## config.mk

```make
export PLATFORM = sky130hd
export DESIGN_NAME = writeback_unit
export DESIGN_NICKNAME = d
export VERILOG_FILES = /design/src/rtl/writeback_unit_pkg.sv /design/src/rtl/writeback_unit_load_extend.sv /design/src/rtl/writeback_unit.sv
export SDC_FILE = /design/constraint.sdc
export NUM_CORES = 1
export LEC_CHECK = 0
export ABC_CLOCK_PERIOD_IN_PS = 3700
export BUFFER_PORTS_ARGS = -buffer_cell sky130_fd_sc_hd__buf_4
export CORE_MARGIN = 2
export CORE_UTILIZATION = 45
export CTS_CLUSTER_DIAMETER = 50
export CTS_CLUSTER_SIZE = 28
export DETAILED_ROUTE_END_ITERATION = 6
export PLACE_DENSITY = 0.69
export SLEW_MARGIN = 10
export SYNTH_ARGS = -nofsm -noshare
export SYNTH_HDL_FRONTEND = slang
export SYNTH_HIERARCHICAL = 1
export SYNTH_SLANG_ARGS = --single-unit
```

## constraint.sdc

```tcl
create_clock -name clk -period 3.7 [get_ports clk]
set_clock_uncertainty 0.05 [all_clocks]
set_input_delay 0.185 -clock clk [delete_from_list [all_inputs] [get_ports clk]]
set_output_delay 0.185 -clock clk [all_outputs]
set_load 0.01 [all_outputs]
```

## src/rtl/writeback_unit_pkg.sv

```systemverilog
// Shared definitions for the writeback stage: load funct3 codes, FSM states
// and default datapath widths.
package writeback_unit_pkg;

    localparam int XLEN_DEF   = 32;
    localparam int REG_AW_DEF = 5;

    localparam logic [2:0] LB  = 3'b000;
    localparam logic [2:0] LH  = 3'b001;
    localparam logic [2:0] LW  = 3'b010;
    localparam logic [2:0] LBU = 3'b100;
    localparam logic [2:0] LHU = 3'b101;

    typedef enum logic {
        IDLE      = 1'b0,
        LOAD_WAIT = 1'b1
    } wb_state_e;

endpackage

```

## src/rtl/writeback_unit_load_extend.sv

```systemverilog
// Load lane select and sign/zero extension of a raw aligned memory word.
// Halfword lane uses only addr_lo[1]; unknown funct3 codes pass the word through.
module load_extend
    import writeback_unit_pkg::*;
#(
    parameter int XLEN = XLEN_DEF
) (
    input  logic [2:0]      i_funct3,
    input  logic [1:0]      i_addr_lo,
    input  logic [XLEN-1:0] i_rdata,
    output logic [XLEN-1:0] o_data
);

    logic [7:0]  w_byte;
    logic [15:0] w_half;

    assign w_byte = i_rdata[{i_addr_lo, 3'b000} +: 8];
    assign w_half = i_rdata[{i_addr_lo[1], 4'b0000} +: 16];

    always_comb begin
        o_data = i_rdata;
        case (i_funct3)
            LB:      o_data = {{(XLEN-8){w_byte[7]}}, w_byte};
            LH:      o_data = {{(XLEN-16){w_half[15]}}, w_half};
            LBU:     o_data = {{(XLEN-8){1'b0}}, w_byte};
            LHU:     o_data = {{(XLEN-16){1'b0}}, w_half};
            default: o_data = i_rdata;
        endcase
    end

endmodule

```

## src/rtl/writeback_unit.sv

```systemverilog
// Writeback stage driving the register file write port: merges buffered ALU
// results with a single outstanding load while preserving per-register order.
module writeback_unit
    import writeback_unit_pkg::*;
#(
    parameter int ALU_FIFO_DEPTH = 2,
    parameter int XLEN           = XLEN_DEF,
    parameter int REG_AW         = REG_AW_DEF
) (
    input  logic              clk,
    input  logic              rst_n,
    input  logic              alu_valid,
    output logic              alu_ready,
    input  logic [REG_AW-1:0] alu_rd,
    input  logic [XLEN-1:0]   alu_data,
    input  logic              ld_req_valid,
    output logic              ld_req_ready,
    input  logic [REG_AW-1:0] ld_rd,
    input  logic [2:0]        ld_funct3,
    input  logic [1:0]        ld_addr_lo,
    input  logic              mem_rvalid,
    input  logic [XLEN-1:0]   mem_rdata,
    output logic              ld_pending,
    output logic [REG_AW-1:0] ld_pending_rd,
    output logic              we,
    output logic [REG_AW-1:0] rd,
    output logic [XLEN-1:0]   rd_data
);

    // Valid/ready: a transfer happens on a cycle where both are high at the
    // clock edge; ready never depends combinationally on the matching valid.
    localparam int PW = (ALU_FIFO_DEPTH > 1) ? $clog2(ALU_FIFO_DEPTH) : 1;
    localparam int CW = $clog2(ALU_FIFO_DEPTH) + 1;

    wb_state_e         r_state, w_next_state;
    logic [REG_AW-1:0] r_ld_rd;
    logic [2:0]        r_ld_funct3;
    logic [1:0]        r_ld_addr_lo;

    logic [REG_AW-1:0] r_fifo_rd   [ALU_FIFO_DEPTH];
    logic [XLEN-1:0]   r_fifo_data [ALU_FIFO_DEPTH];
    logic [PW-1:0]     r_wptr, r_rptr;
    logic [CW-1:0]     r_count;

    logic              r_we;
    logic [REG_AW-1:0] r_rd;
    logic [XLEN-1:0]   r_rd_data;

    logic              w_alu_fire, w_ld_fire, w_ld_ret, w_fifo_empty;
    logic              w_head_avail, w_head_held, w_alu_wr, w_bypass, w_push, w_pop;
    logic [REG_AW-1:0] w_head_rd;
    logic [XLEN-1:0]   w_head_data, w_ld_data;

    assign alu_ready     = (r_count != CW'(ALU_FIFO_DEPTH));
    assign ld_pending    = (r_state == LOAD_WAIT);
    assign ld_pending_rd = r_ld_rd;
    assign we            = r_we;
    assign rd            = r_rd;
    assign rd_data       = r_rd_data;

    assign w_alu_fire   = alu_valid & alu_ready;
    assign w_ld_fire    = ld_req_valid & ld_req_ready;
    assign w_ld_ret     = ld_pending & mem_rvalid;
    assign w_fifo_empty = (r_count == '0);

    // An empty buffer lets the incoming result act as the head (bypass).
    assign w_head_rd    = w_fifo_empty ? alu_rd   : r_fifo_rd[r_rptr];
    assign w_head_data  = w_fifo_empty ? alu_data : r_fifo_data[r_rptr];
    assign w_head_avail = ~w_fifo_empty | w_alu_fire;
    assign w_head_held  = ld_pending & (w_head_rd == r_ld_rd);
    assign w_alu_wr     = w_head_avail & ~w_head_held & ~w_ld_ret;
    assign w_bypass     = w_fifo_empty & w_alu_wr;
    assign w_push       = w_alu_fire & ~w_bypass;
    assign w_pop        = w_alu_wr & ~w_fifo_empty;

    load_extend #(.XLEN(XLEN)) u_load_extend (
        .i_funct3  (r_ld_funct3),
        .i_addr_lo (r_ld_addr_lo),
        .i_rdata   (mem_rdata),
        .o_data    (w_ld_data)
    );

    always_ff @(posedge clk) begin
        if (!rst_n) r_state <= IDLE;
        else        r_state <= w_next_state;
    end

    always_comb begin
        w_next_state = r_state;
        ld_req_ready = 1'b0;
        case (r_state)
            IDLE: begin
                ld_req_ready = 1'b1;
                if (ld_req_valid) w_next_state = LOAD_WAIT;
            end
            LOAD_WAIT: begin
                if (mem_rvalid) w_next_state = IDLE;
            end
            default: w_next_state = IDLE;
        endcase
    end

    always_ff @(posedge clk) begin
        if (w_push) begin
            r_fifo_rd[r_wptr]   <= alu_rd;
            r_fifo_data[r_wptr] <= alu_data;
        end
    end

    always_ff @(posedge clk) begin
        if (!rst_n) begin
            r_ld_rd      <= '0;
            r_ld_funct3  <= '0;
            r_ld_addr_lo <= '0;
            r_wptr       <= '0;
            r_rptr       <= '0;
            r_count      <= '0;
            r_we         <= 1'b0;
            r_rd         <= '0;
            r_rd_data    <= '0;
        end else begin
            if (w_ld_fire) begin
                r_ld_rd      <= ld_rd;
                r_ld_funct3  <= ld_funct3;
                r_ld_addr_lo <= ld_addr_lo;
            end
            if (w_push) r_wptr <= r_wptr + PW'(1);
            if (w_pop)  r_rptr <= r_rptr + PW'(1);
            r_count <= r_count + CW'(w_push) - CW'(w_pop);

            // Writes to x0 still retire their source but never assert we.
            r_we <= 1'b0;
            if (w_ld_ret) begin
                r_we      <= (r_ld_rd != '0);
                r_rd      <= r_ld_rd;
                r_rd_data <= w_ld_data;
            end else if (w_alu_wr) begin
                r_we      <= (w_head_rd != '0);
                r_rd      <= w_head_rd;
                r_rd_data <= w_head_data;
            end
        end
    end

endmodule

```

=== Word level (Yosys, flattened, before mapping) ===
Memory sizes are Yosys's and may differ from the RTL's. A register that Yosys moved wholly into a read port is not among the register bits.
Cells that the tools add are included.

* Flip-flop bits (word level): 53
* Memory bits (writable): 74
* Memories: 2
* Bits of input ports: 84

* Bitwise logic cells: 15
* Multiplexer cells: 19
* Equal/unequal tests: 5
* $add $sub $neg: 4
* Reductions and logical operators: 5
* Shift operators: 2

{| class="wikitable"
|+ Memory list
! memory !! depth !! width !! read ports !! clocked after Yosys merged registers in !! write ports !! line !! RTL
|-
| r_fifo_data || 2 || 32 || 1 || 1 || 1 || writeback_unit.sv:41 || <nowiki>logic [XLEN-1:0] r_fifo_data [ALU_FIFO_DEPTH];</nowiki>
|-
| r_fifo_rd || 2 || 5 || 1 || 1 || 1 || writeback_unit.sv:40 || <nowiki>logic [REG_AW-1:0] r_fifo_rd [ALU_FIFO_DEPTH];</nowiki>
|}

{| class="wikitable"
|+ Operators by type and width
! cell !! number
|-
| $pmux W32 S4 || 1
|-
| $mux W32 || 3
|-
| $shiftx A32 B6 Y16 || 1
|-
| $shiftx A32 B6 Y8 || 1
|-
| $mux W5 || 3
|-
| $mux W1 || 11
|-
| $reduce_bool A5 Y1 || 2
|-
| $and A1 B1 Y1 || 9
|-
| $eq A3 B3 Y1 const B || 2
|-
| $eq A5 B5 Y1 || 1
|-
| $not A1 Y1 || 5
|-
| $eq A3 B1 Y1 const B || 1
|-
| $logic_not A3 Y1 || 1
|-
| $add A1 B1 Y1 const B || 2
|-
| $add A2 B1 Y2 || 1
|-
| $logic_not A2 Y1 || 1
|-
| $ne A2 B2 Y1 const B || 1
|-
| $pmux W1 S2 || 1
|-
| $reduce_bool A2 Y1 || 1
|-
| $sub A2 B1 Y2 || 1
|-
| $or A1 B1 Y1 || 1
|}

=== Depth between registers and ports, before layout ===
Gate-level depths: netlist of the first run.

* Depth after elaboration: 12
* Depth in mapped cells: 14

=== Modules after synthesis ===
Netlist of the first run, hierarchy kept.

{| class="wikitable"
|+ By module, submodules not included
! module !! area an instance (sq um) !! times used !! cells each
|-
| writeback_unit || 6286.0 || 1 || 643
|-
| load_extend || 794.5 || 1 || 118
|}

=== Worst setup path after synthesis of the first run ===
Ideal clock, no wire load.

* Path kind: flip-flop to flip-flop
* Start point: register r_count[1]
* End point: memory r_fifo_data[0][0] (netlist name) (enable)
* Buffers on the path: 2
* Setup slack: -0.303 ns
* Cell stages (with the launch flop): 10
* Data arrival time: 3.522 ns
* Required time: 3.219 ns
* Cell sequence: dfxtp_1 -> buf_6 -> or2_4 -> buf_6 -> a211oi_2 -> o22ai_2 -> or3_4 -> o41ai_4 -> inv_2 -> nor2_1

* Longest elaborated chain between the ends: 12

{| class="wikitable"
|+ RTL lines
! what !! line !! RTL
|-
| from (decl) || writeback_unit.sv:43 || <nowiki>logic [CW-1:0] r_count;</nowiki>
|-
| from (signal assigned) || writeback_unit.sv:129 || <nowiki>r_count <= r_count + CW'(w_push) - CW'(w_pop);</nowiki>
|-
| $logic_not A2 Y1 || writeback_unit.sv:64 || <nowiki>assign w_fifo_empty = (r_count == '0);</nowiki>
|-
| $mux W5 || writeback_unit.sv:67 || <nowiki>assign w_head_rd = w_fifo_empty ? alu_rd : r_fifo_rd[r_rptr];</nowiki>
|-
| $eq A5 B5 Y1 || writeback_unit.sv:70 || <nowiki>assign w_head_held = ld_pending & (w_head_rd == r_ld_rd);</nowiki>
|-
| $and A1 B1 Y1 || writeback_unit.sv:70 ||
|-
| $not A1 Y1 || writeback_unit.sv:71 || <nowiki>assign w_alu_wr = w_head_avail & ~w_head_held & ~w_ld_ret;</nowiki>
|-
| $and A1 B1 Y1 (2 in a row) || writeback_unit.sv:71 ||
|-
| $and A1 B1 Y1 || writeback_unit.sv:72 || <nowiki>assign w_bypass = w_fifo_empty & w_alu_wr;</nowiki>
|-
| $not A1 Y1 || writeback_unit.sv:73 || <nowiki>assign w_push = w_alu_fire & ~w_bypass;</nowiki>
|-
| $and A1 B1 Y1 * || writeback_unit.sv:73 ||
|-
| $mux W1 * || writeback_unit.sv:104 || <nowiki>if (w_push) begin</nowiki>
|-
| $mux W1 (implied by the code) * || writeback_unit.sv:106 || <nowiki>r_fifo_data[r_wptr] <= alu_data;</nowiki>
|-
| to (decl) || writeback_unit.sv:41 ||
|}

Mark *: on every way between the ends. The rest lies on a longest branch, timed or not.

=== Worst setup path in the final report of the first run ===
* Start point: register r_count[1]
* End point: register r_count[1]

* Longest elaborated chain between the ends: 12

{| class="wikitable"
|+ RTL lines
! what !! line
|-
| $logic_not A2 Y1 || writeback_unit.sv:64
|-
| $mux W5 || writeback_unit.sv:67
|-
| $eq A5 B5 Y1 || writeback_unit.sv:70
|-
| $and A1 B1 Y1 || writeback_unit.sv:70
|-
| $not A1 Y1 || writeback_unit.sv:71
|-
| $and A1 B1 Y1 (2 in a row) || writeback_unit.sv:71
|-
| $and A1 B1 Y1 || writeback_unit.sv:72
|-
| $not A1 Y1 || writeback_unit.sv:73
|-
| $and A1 B1 Y1 || writeback_unit.sv:73
|-
| $add A2 B1 Y2 || writeback_unit.sv:129
|-
| $sub A2 B1 Y2 * || writeback_unit.sv:129
|}

Marks and branches as above.
A chain may end at the register's enable or synchronous reset.

==> results of run 1 <==
## worst min-delay path by stage
stage | end | depth (start not counted)
floorplan | r_fifo_data[0][0] | 0
global route | r_ld_addr_lo[1] | 3
detailed placement | r_fifo_data[1][26] | 1
finish | r_ld_addr_lo[1] | 3
CTS | r_ld_addr_lo[1] | 3
global placement | r_fifo_data[0][2] | 1
## stage by stage
| step | power (mW) | utilization |
|---|---|---|
| global route | 5.62 | 0.599 |
| finish | 5.32 | 0.599 |
| floorplan | 3.14 | - |
| detailed placement | 3.72 | 0.533 |
| CTS | 5.33 | 0.599 |
| global placement | 3.69 | 0.533 |
## cell usage in the layout (no fill, tap or decap), drive strengths merged, types with 9 or more instances in the layout
cell | Yosys | layout
a21oi | 40 | 40
dfxtp | 54 | 54
buf | 14 | 145
nor2b | 9 | 9
o21ai | 43 | 43
o22ai | 31 | 31
edfxtp | 74 | 74
mux2 | 32 | 32
a21boi | 11 | 11
nand2 | 187 | 187
mux2i | 59 | 59
nor2 | 39 | 39
and3 | 31 | 31
clkbuf | 47 | 24
dlygate4sd3 | 0 | 45
## critical path: cells and delay by family, from the launching register on
kind	cells	cell delay, ps
AOI/OAI and AO/OA	3	740
and+or+nand+nor	3	950
adders and majority gates	2	460
xor gates and xnor gates	2	260
DFF	1	430
buffers and inverters	2	140
## per-layer routing
layer | GRT usage | vias to the layer above
met1 | 0.321 | 2860
li1 | - | 3009
met5 | 0 | -
met3 | 0.0429 | 21
met4 | 0.0860 | 0
met2 | 0.355 | 203
## power groups by stage
stage / sequential (mW) / combinational (mW) / clock (mW)
6_report: 1.95 / 1.79 / 1.58
5_1_grt: 1.98 / 1.98 / 1.66
4_1_cts: 1.95 / 1.79 / 1.60
3_5_place_dp: 1.97 / 1.74 / 0
3_3_place_gp: 1.97 / 1.72 / 0
2_1_floorplan: 1.95 / 1.19 / 0
## sequential cells by signal, summed over array words and instances (netlist names), 2 cells and up, named ones only
register / cells
rd_data: 32
ld_pending_rd: 5
r_count: 2
rd: 5
r_ld_funct3: 3
r_ld_addr_lo: 2
r_fifo_data: 64
r_fifo_rd: 10
## area by class of cell
type,instances,area (um^2)
Inverter,7,26.3
Tap cell,211,264
Clock buffer,24,462
Sequential cell,128,3300
Multi-Input combinational cell,565,3490
Timing Repair Buffer,190,1540
Clock inverter,8,90.1
Fill cell,1351,6140
## logic make-up after synthesis
family	Yosys count	share of synthesized area
xor+xnor	8	0.00990
compound gates	161	0.148
simple gates	302	0.192
fa+ha+maj	2	0.00353
mux	92	0.137
buf+inv	68	0.0428
flops	128	0.467
==> impl_metrics.csv, run 1 <==
group,metric,value,unit
outcome,status,"complete, no violations",
power,p_sw,1.73,mW
global_route,antenna_found_initial,0,
synth,syn_avg_cell_area,9.30,um^2
global_route,first_global_vias,5556,
sta,fin_crit_sh,0.848,
power,power_frac_comb,0.336,
worst_setup_path,crit_type,"register to register",
synth,synth_area_leaders,"edfxtp_1, dfxtp_1, nand2_1",
worst_setup_path,worstReg2RegStart,"r_count[1]",
worst_setup_path,required,3970,ps
sta,worst_slew_pin_slew,813,ps
route,via_per_inst,5.38,
sta,slew_headroom,0.458,
clocking,cts_resized,0,
clocking,cts_htree_levels,4,
worst_setup_path,critPathSlowestCell,"dfxtp_1",
cells_and_area,drive_gt1_frac,0.236,
placed_design,post-place-ws,565,ps
worst_setup_path,r2r_cells,12,
placed_design,dp_cells,1056,
min_path,hp-class,"input port to register",
power,p_per_area,580,mW/mm^2
power,vdd_drop_max,0.000381,V
global_route,grt_overflow,0,
clocking,cts.path.max_buffers,2,
worst_setup_path,r2r-end,"r_count[1]",
worst_setup_path,cp_cell_sequence,"or2_4, a211oi_2, o22ai_2, or3_4, o41ai_4, inv_2, ha_1, inv_1, ha_1, xnor2_1, xnor2_1, and2_1",
worst_setup_path,cp-start-kind,"register",
sta,setup_ws,561,ps
worst_setup_path,crit_path_max_incr_delay,430,ps
route,wl_per_cell,16.7,um
synth,yosysSeqAreaShare,0.467,
sta,holdWs,11.2,ps
floorplan,core_area,0.0153,mm^2
synth,ys_seq_elements,128,
synth,synth_most_common_cell,"nand2_1",
synth,syn_inst,761,
worst_setup_path,cp-startpoint,"r_count[1]",
synth,synth_edf_count,74,
cells_and_area,fin_nets,995,
floorplan,rows,45,
route,drtPass1Iterations,5,
clocking,cts_root_buffer,"clkbuf_16",
sta,finalSetupTns,0,ps
synth,synth.cell_area,0.00708,mm^2
floorplan,dieArea,0.0168,mm^2
global_route,grt_use_total,0.229,
cells_and_area,fin_area,0.00917,mm^2
synth,yosys_warnings,6,
clocking,post_cts_buffers,0,
route,totalWireLength,18900,um
sta,hold_viol_final,0,
route,drcViolationCount,0,
power,seqPwrFrac,0.366,
route,wl_met1,8820,um
route,top_layer,"met4",
synth,synthTopCellsByCount,"nand2_1, edfxtp_1, mux2i_1",
min_path,hold_start,"ld_addr_lo[1]",
floorplan,die_width,129,um
synth,synth.top_cell.area_share,0.314,
clocking,clkTransAtPathRegs,50,ps
clocking,clock-sinks,128,
synth,synth.distinct_cells,51,
clocking,postCtsHoldBufs,45,
power,power.leakage,3.75,nW
worst_setup_path,crit_path_end,"r_count[1]",
clocking,clk_latency,430,ps
synth,async_reset_ff_frac,0,
global_route,grt_max_degree,82,
clocking,numCtsBuffers,17,
route,drtIter0Drc,526,
cells_and_area,synthToLayoutAreaGrowth,29.5,%
worst_setup_path,ff2ff_setup_slack,560,ps
route,met2_length,8690,um
route,dr_wl_met3,1060,um
worst_setup_path,worstPathArrival,3410,ps
placed_design,port_buffers,129,
route,ant_nets,0,
sta,finalCriticalPeriod,3140,ps
clocking,cts_tree,"done",
power,intPower,3.59,mW
sta,setup_viol,0,
synth,synth_nets,847,
sta,clock.fmax,319,MHz
cells_and_area,diodes,0,
floorplan,ios,130,
worst_setup_path,crit_path_end_kind,"register",
sta,slew_viol_final,0,
floorplan,start_util,0.462,
placed_design,place_area,0.00817,mm^2
global_route,grt_pass1_wl,29400,um
worst_setup_path,critPathMaxFanout,12,
job,cap_violations,0,
synth,yosysTopAreaCell,"edfxtp_1",
power,sw_frac_of_total,0.325,
placed_design,gp_congestion,0.881,
power,p_clk_frac,0.297,
route,routed-via-count,6093,
cells_and_area,stdcell_count,1133,
sta,rsz0062_at_grt,"no",
floorplan,die_h,129,um
placed_design,dpl.hpwl,13000,um
synth,synthFlopType,"edfxtp_1",
Note: power is estimated with default switching activity, not from simulation.
==> run 2: changes to the inputs <==
--- a/config.mk
+++ b/config.mk
@@ -5,14 +5,15 @@
 export SDC_FILE = /design/constraint.sdc
 export NUM_CORES = 1
 export LEC_CHECK = 0
-export ABC_CLOCK_PERIOD_IN_PS = 3700
+export ABC_AREA = 1
+export ABC_CLOCK_PERIOD_IN_PS = 3200
 export BUFFER_PORTS_ARGS = -buffer_cell sky130_fd_sc_hd__buf_4
 export CORE_MARGIN = 2
 export CORE_UTILIZATION = 45
 export CTS_CLUSTER_DIAMETER = 50
 export CTS_CLUSTER_SIZE = 28
 export DETAILED_ROUTE_END_ITERATION = 6
-export PLACE_DENSITY = 0.69
+export PLACE_DENSITY = 0.67
 export SLEW_MARGIN = 10
 export SYNTH_ARGS = -nofsm -noshare
 export SYNTH_HDL_FRONTEND = slang
==> constraint.sdc (replaced) <==
create_clock -name clk -period 3.2 [get_ports clk]
set_clock_uncertainty 0.05 [all_clocks]
set_input_delay 0.16 -clock clk [delete_from_list [all_inputs] [get_ports clk]]
set_output_delay 0.16 -clock clk [all_outputs]
set_load 0.01 [all_outputs]
==> impl_metrics.csv, run 2 <==
group,metric,value,unit
cells_and_area,fin_nets,1065,
placed_design,port_buffers,129,
synth,synth_nets,908,
sta,slew_headroom,0.276,
synth,ys_seq_elements,128,
synth,synth_edf_count,74,
worst_setup_path,ff2ff_setup_slack,570,ps
clocking,clkTransAtPathRegs,60,ps
sta,worst_slew_pin_slew,1090,ps
floorplan,rows,45,
worst_setup_path,cp_cell_sequence,"buf_4, nand2_1, nand2_1, nand2_1, nand3_1, nand2_1, nor2_2, nand3_2, nand4_1, nand2_1, ha_1, inv_1, ha_1, xor2_1, o21ai_0, a21oi_1",
worst_setup_path,critPathSlowestCell,"dfxtp_1",
synth,synthTopCellsByCount,"nand2_1, a21oi_1, edfxtp_1",
worst_setup_path,crit_path_end,"r_count[1]",
sta,finalCriticalPeriod,2630,ps
synth,synth.distinct_cells,32,
cells_and_area,drive_gt1_frac,0.284,
sta,hold_viol_final,0,
worst_setup_path,cp-start-kind,"register",
worst_setup_path,crit_top_cell,"nand2_1",
cells_and_area,stdcell_count,1180,
worst_setup_path,r2r_cells,16,
synth,syn_inst,822,
cells_and_area,largest_reg_flops,64,
route,drcViolationCount,0,
synth,async_reset_ff_frac,0,
clocking,post_cts_buffers,0,
cells_and_area,final_cell_mix,"nand2_1, buf_4, a21oi_1",
sta,fin_crit_sh,0.821,
route,drtIter0Drc,494,
synth,synth.top_cell.area_share,0.324,
cells_and_area,final_common_cell,"nand2_1",
power,power,6.74,mW
synth,syn_avg_cell_area,8.34,um^2
cells_and_area,final_core_util,0.595,
floorplan,start_util,0.456,
route,ant_nets,0,
global_route,grt_pass1_wl,30300,um
clocking,clock-sinks,128,
global_route,grt_use_total,0.240,
worst_setup_path,required,3450,ps
route,routed-via-count,6244,
clocking,cts_tree,"done",
synth,synth_area_leaders,"edfxtp_1, dfxtp_1, nand2_1",
cells_and_area,top_register,"r_fifo_data",
clocking,clk_latency,420,ps
global_route,first_global_vias,5749,
global_route,grt_max_degree,58,
clocking,numCtsBuffers,17,
placed_design,dpl.hpwl,13000,um
floorplan,dieArea,0.0162,mm^2
route,totalWireLength,19300,um
worst_setup_path,crit_path_end_kind,"register",
floorplan,core_area,0.0150,mm^2
cells_and_area,synthToLayoutAreaGrowth,30.5,%
placed_design,gp_congestion,0.884,
floorplan,die_h,127,um
sta,setup_viol,0,
clocking,cts_root_buffer,"clkbuf_16",
sta,rsz0062_at_grt,"no",
power,vdd_drop_max,0.000425,V
power,power.leakage,3.79,nW
synth,yosysSeqAreaShare,0.482,
outcome,status,"complete, no violations",
route,wl_per_cell,16.4,um
worst_setup_path,path_delay_family,"simple AND/OR/NAND/NOR gates",
global_route,antenna_found_initial,0,
clocking,cts_resized,0,
synth,yosysTopAreaCell,"edfxtp_1",
synth,yosys_warnings,6,
cells_and_area,diodes,0,
synth,synthFlopType,"edfxtp_1",
min_path,hp-class,"input port to register",
clocking,cts_htree_levels,4,
worst_setup_path,r2r-end,"r_count[1]",
synth,synth_most_common_cell,"nand2_1",
route,via_per_inst,5.29,
global_route,grt_overflow,0,
job,cap_violations,0,
worst_setup_path,crit_type,"register to register",
floorplan,ios,130,
worst_setup_path,path_buf_inv,2,
sta,clock.fmax,381,MHz
sta,finalSetupTns,0,ps
synth,synth.cell_area,0.00685,mm^2
power,p_per_area,753,mW/mm^2
sta,slew_viol_final,0,
worst_setup_path,critPathMaxFanout,14,
placed_design,dp_cells,1103,
worst_setup_path,worstPathArrival,2870,ps
route,drtPass1Iterations,5,
floorplan,die_width,127,um
worst_setup_path,crit_path_max_incr_delay,470,ps
clocking,postCtsHoldBufs,45,
worst_setup_path,cp.depth,16,
clocking,cts.path.max_buffers,2,
==> run 2: worst register-to-register path: cells and delay by family, from the launching register on <==
family | cells | cell delay (ps)
simple gates | 9 | 840
fa+ha+maj | 2 | 480
compound gates | 2 | 220
buf+inv | 2 | 310
flops | 1 | 470
xor+xnor | 1 | 150
==> run 2: cell type report <==
type	count	area, um^2
Fill cell	1337	6090
Sequential cell	128	3300
Multi-Input combinational cell	597	3020
Timing Repair Buffer	190	1550
Clock buffer	24	578
Tap cell	188	235
Inverter	45	171
Clock inverter	8	81.3
==> run 2: layer usage <==
layer | GRT usage | vias up | wire length [um]
met1 | 0.329 | 2903 | 8830
li1 | - | 3060 | -
met4 | 0.0937 | 0 | 474
met3 | 0.0469 | 35 | 1230
met5 | 0 | - | 0
met2 | 0.378 | 246 | 8780
==> run 2: where the power goes <==
part	internal (mW)	switching, mW	total [mW]
sequential	2.08	0.183	2.26
clock	1.35	0.727	2.07
combinational	0.894	1.51	2.41
==> run 2: worst min-delay path by stage <==
stage          cells after the start                  to  slack [ps]     startpoint
3_3_place_gp                       1  r_fifo_data[1][10]         310   alu_data[10]
6_report                           3      r_ld_funct3[0]          30   ld_funct3[0]
3_5_place_dp                       1  r_fifo_data[1][25]         310   alu_data[25]
4_1_cts                            3     r_ld_addr_lo[0]          20  ld_addr_lo[0]
5_1_grt                            3      r_ld_funct3[0]          30   ld_funct3[0]
2_1_floorplan                      0   r_fifo_data[0][0]         210    alu_data[0]
==> run 2: kinds of logic after synthesis <==
group	count (synthesis)	share of synthesized area
compound gates	176	0.148
simple gates	418	0.286
fa+ha+maj	2	0.00365
buf+inv	97	0.0785
flops	128	0.482
xor+xnor	1	0.00128
==> run 2: per-stage QoR <==
stage	cell area, um^2	setup WS [ps]	hold slack, ps
final	8940	572	31.4
after global routing	8940	328	25.4
after CTS	8940	567	17.9
after detailed placement	7830	575	309
after global placement	7830	677	310
after floorplan	6860	506	209
==> run 3: changes to the inputs <==
--- a/config.mk
+++ b/config.mk
@@ -6,7 +6,7 @@
 export NUM_CORES = 1
 export LEC_CHECK = 0
 export ABC_AREA = 1
-export ABC_CLOCK_PERIOD_IN_PS = 3200
+export ABC_CLOCK_PERIOD_IN_PS = 2600
 export BUFFER_PORTS_ARGS = -buffer_cell sky130_fd_sc_hd__buf_4
 export CORE_MARGIN = 2
 export CORE_UTILIZATION = 45
==> constraint.sdc (replaced) <==
create_clock -name clk -period 2.6 [get_ports clk]
set_clock_uncertainty 0.05 [all_clocks]
set_input_delay 0.13 -clock clk [delete_from_list [all_inputs] [get_ports clk]]
set_output_delay 0.13 -clock clk [all_outputs]
set_load 0.01 [all_outputs]
==> impl_metrics.csv, run 3 (synthesis results as in run 2) <==
group,metric,value,unit
clocking,clock-sinks,128,
global_route,antenna_found_initial,0,
worst_setup_path,critPathSlowestCell,"dfxtp_1",
cells_and_area,drive_gt1_frac,0.297,
sta,holdWs,17.7,ps
worst_setup_path,ff2ff_setup_slack,110,ps
floorplan,die_h,127,um
worst_setup_path,required,2860,ps
worst_setup_path,worstPathArrival,2740,ps
floorplan,dieArea,0.0162,mm^2
global_route,grt_use_total,0.244,
cells_and_area,diodes,0,
worst_setup_path,crit_path_end_kind,"register",
sta,fin_crit_sh,0.956,
route,wl_per_cell,16.2,um
floorplan,die_width,127,um
sta,setup_ws,114,ps
placed_design,post-place-ws,100,ps
global_route,grt_overflow,0,
global_route,grt_max_degree,38,
floorplan,ios,130,
sta,worst_slew_pin_slew,504,ps
cells_and_area,synthToLayoutAreaGrowth,32.7,%
route,via_per_inst,5.24,
floorplan,rows,45,
worst_setup_path,path_delay_family,"simple AND/OR/NAND/NOR gates",
clocking,cts.path.max_buffers,2,
sta,finalCriticalPeriod,2490,ps
job,cap_violations,0,
global_route,grt_pass1_wl,30400,um
worst_setup_path,path_buf_inv,2,
route,drcViolationCount,0,
worst_setup_path,cp-start-kind,"register",
global_route,first_global_vias,5763,
clocking,clkTransAtPathRegs,60,ps
worst_setup_path,critPathMaxFanout,5,
route,ant_nets,0,
cells_and_area,fin_nets,1088,
route,routed-via-count,6301,
floorplan,start_util,0.456,
sta,slew_headroom,0.663,
cells_and_area,final_cell_mix,"nand2_1, buf_4, a21oi_1",
route,totalWireLength,19500,um
worst_setup_path,r2r_cells,15,
clocking,clk_latency,420,ps
min_path,hp-class,"input port to register",
route,drtIter0Drc,629,
power,p_per_area,907,mW/mm^2
cells_and_area,largest_reg_flops,64,
sta,hold_viol_final,0,
clocking,cts_htree_levels,4,
sta,slew_viol_final,0,
min_path,hold_depth,3,
outcome,status,"complete, no violations",
placed_design,gp_congestion,0.912,
power,power.leakage,3.86,nW
clocking,cts_tree,"done",
sta,clock.fmax,402,MHz
power,vdd_drop_max,0.000473,V
worst_setup_path,cp.depth,15,
placed_design,dpl.hpwl,13100,um
clocking,cts_root_buffer,"clkbuf_16",
worst_setup_path,cp_cell_sequence,"nor2_4, buf_2, nand2_1, nand3_1, nand2_1, nor2_2, nand3_2, nand4_1, nand2_2, ha_1, inv_1, ha_1, xor2_1, o21ai_0, a21oi_1",
cells_and_area,top_register,"r_fifo_data",
worst_setup_path,crit_type,"register to register",
clocking,numCtsBuffers,17,
cells_and_area,final_common_cell,"nand2_1",
placed_design,port_buffers,129,
floorplan,core_area,0.0150,mm^2
worst_setup_path,crit_path_max_incr_delay,350,ps
route,drtPass1Iterations,5,
cells_and_area,final_core_util,0.605,
sta,setup_viol,0,
-- run 3: worst reg2reg max path: cells and delay by family (launching register included) --
kind	cells	cell delay [ps]
adder cells (fa/ha/maj)	2	480
XOR/XNOR	1	170
buffers and inverters	2	250
flip-flops	1	350
AND/OR/NAND/NOR	8	880
AO/OA/AOI/OAI	2	190
-- run 3: power by group --
part / switching [mW] / leakage (nW) / internal [mW]
Clock: 0.878 / 0.286 / 1.46
Sequential: 0.222 / 1.13 / 2.56
Combinational: 1.91 / 2.44 / 1.22
Total: 3.01 / 3.86 / 5.24
-- run 3: area by class of cell --
class,count,area (um^2)
Timing Repair Buffer,213,1760
Tap cell,188,235
Sequential cell,128,3310
Clock buffer,22,505
Inverter,45,174
Clock inverter,10,81.3
Multi-Input combinational cell,597,3030
Fill cell,1325,5940
-- run 3: final timing paths --
kind                                        to         start
worst max register to register      r_count[1]    r_count[0]
worst min register to register     rd_data[13]   rd_data[13]
worst max-delay path                r_count[1]    r_count[0]
worst min-delay path            r_ld_funct3[2]  ld_funct3[2]
-- run 3: what timing repair did --
action | in CTS | in global routing
setup buffers | 0 | 9
endpoints found under the setup margin | 0 | 2
hold buffers | 54 | 0
hold endpoints to repair | 88 | 0
gates resized for setup | 0 | 8
-- run 3: per-layer routing --
metal | vias to the layer above | routed length [um] | GRT usage
met5 | - | 0 | 0
met4 | 0 | 305 | 0.0834
met3 | 23 | 1230 | 0.0461
met2 | 247 | 9230 | 0.389
met1 | 2928 | 8730 | 0.336
li1 | 3103 | - | -
-- run 3: stage by stage --
step	instance area, um^2	power [mW]	setup TNS (ps)	instances
after CTS	9010	8.13	0	1194
after global placement	7880	5.71	0	1108
after floorplan	6860	4.85	0	822
after detailed placement	7880	5.73	0	1108
final	9090	8.25	0	1203
after global routing	9090	8.75	-15.3	1203
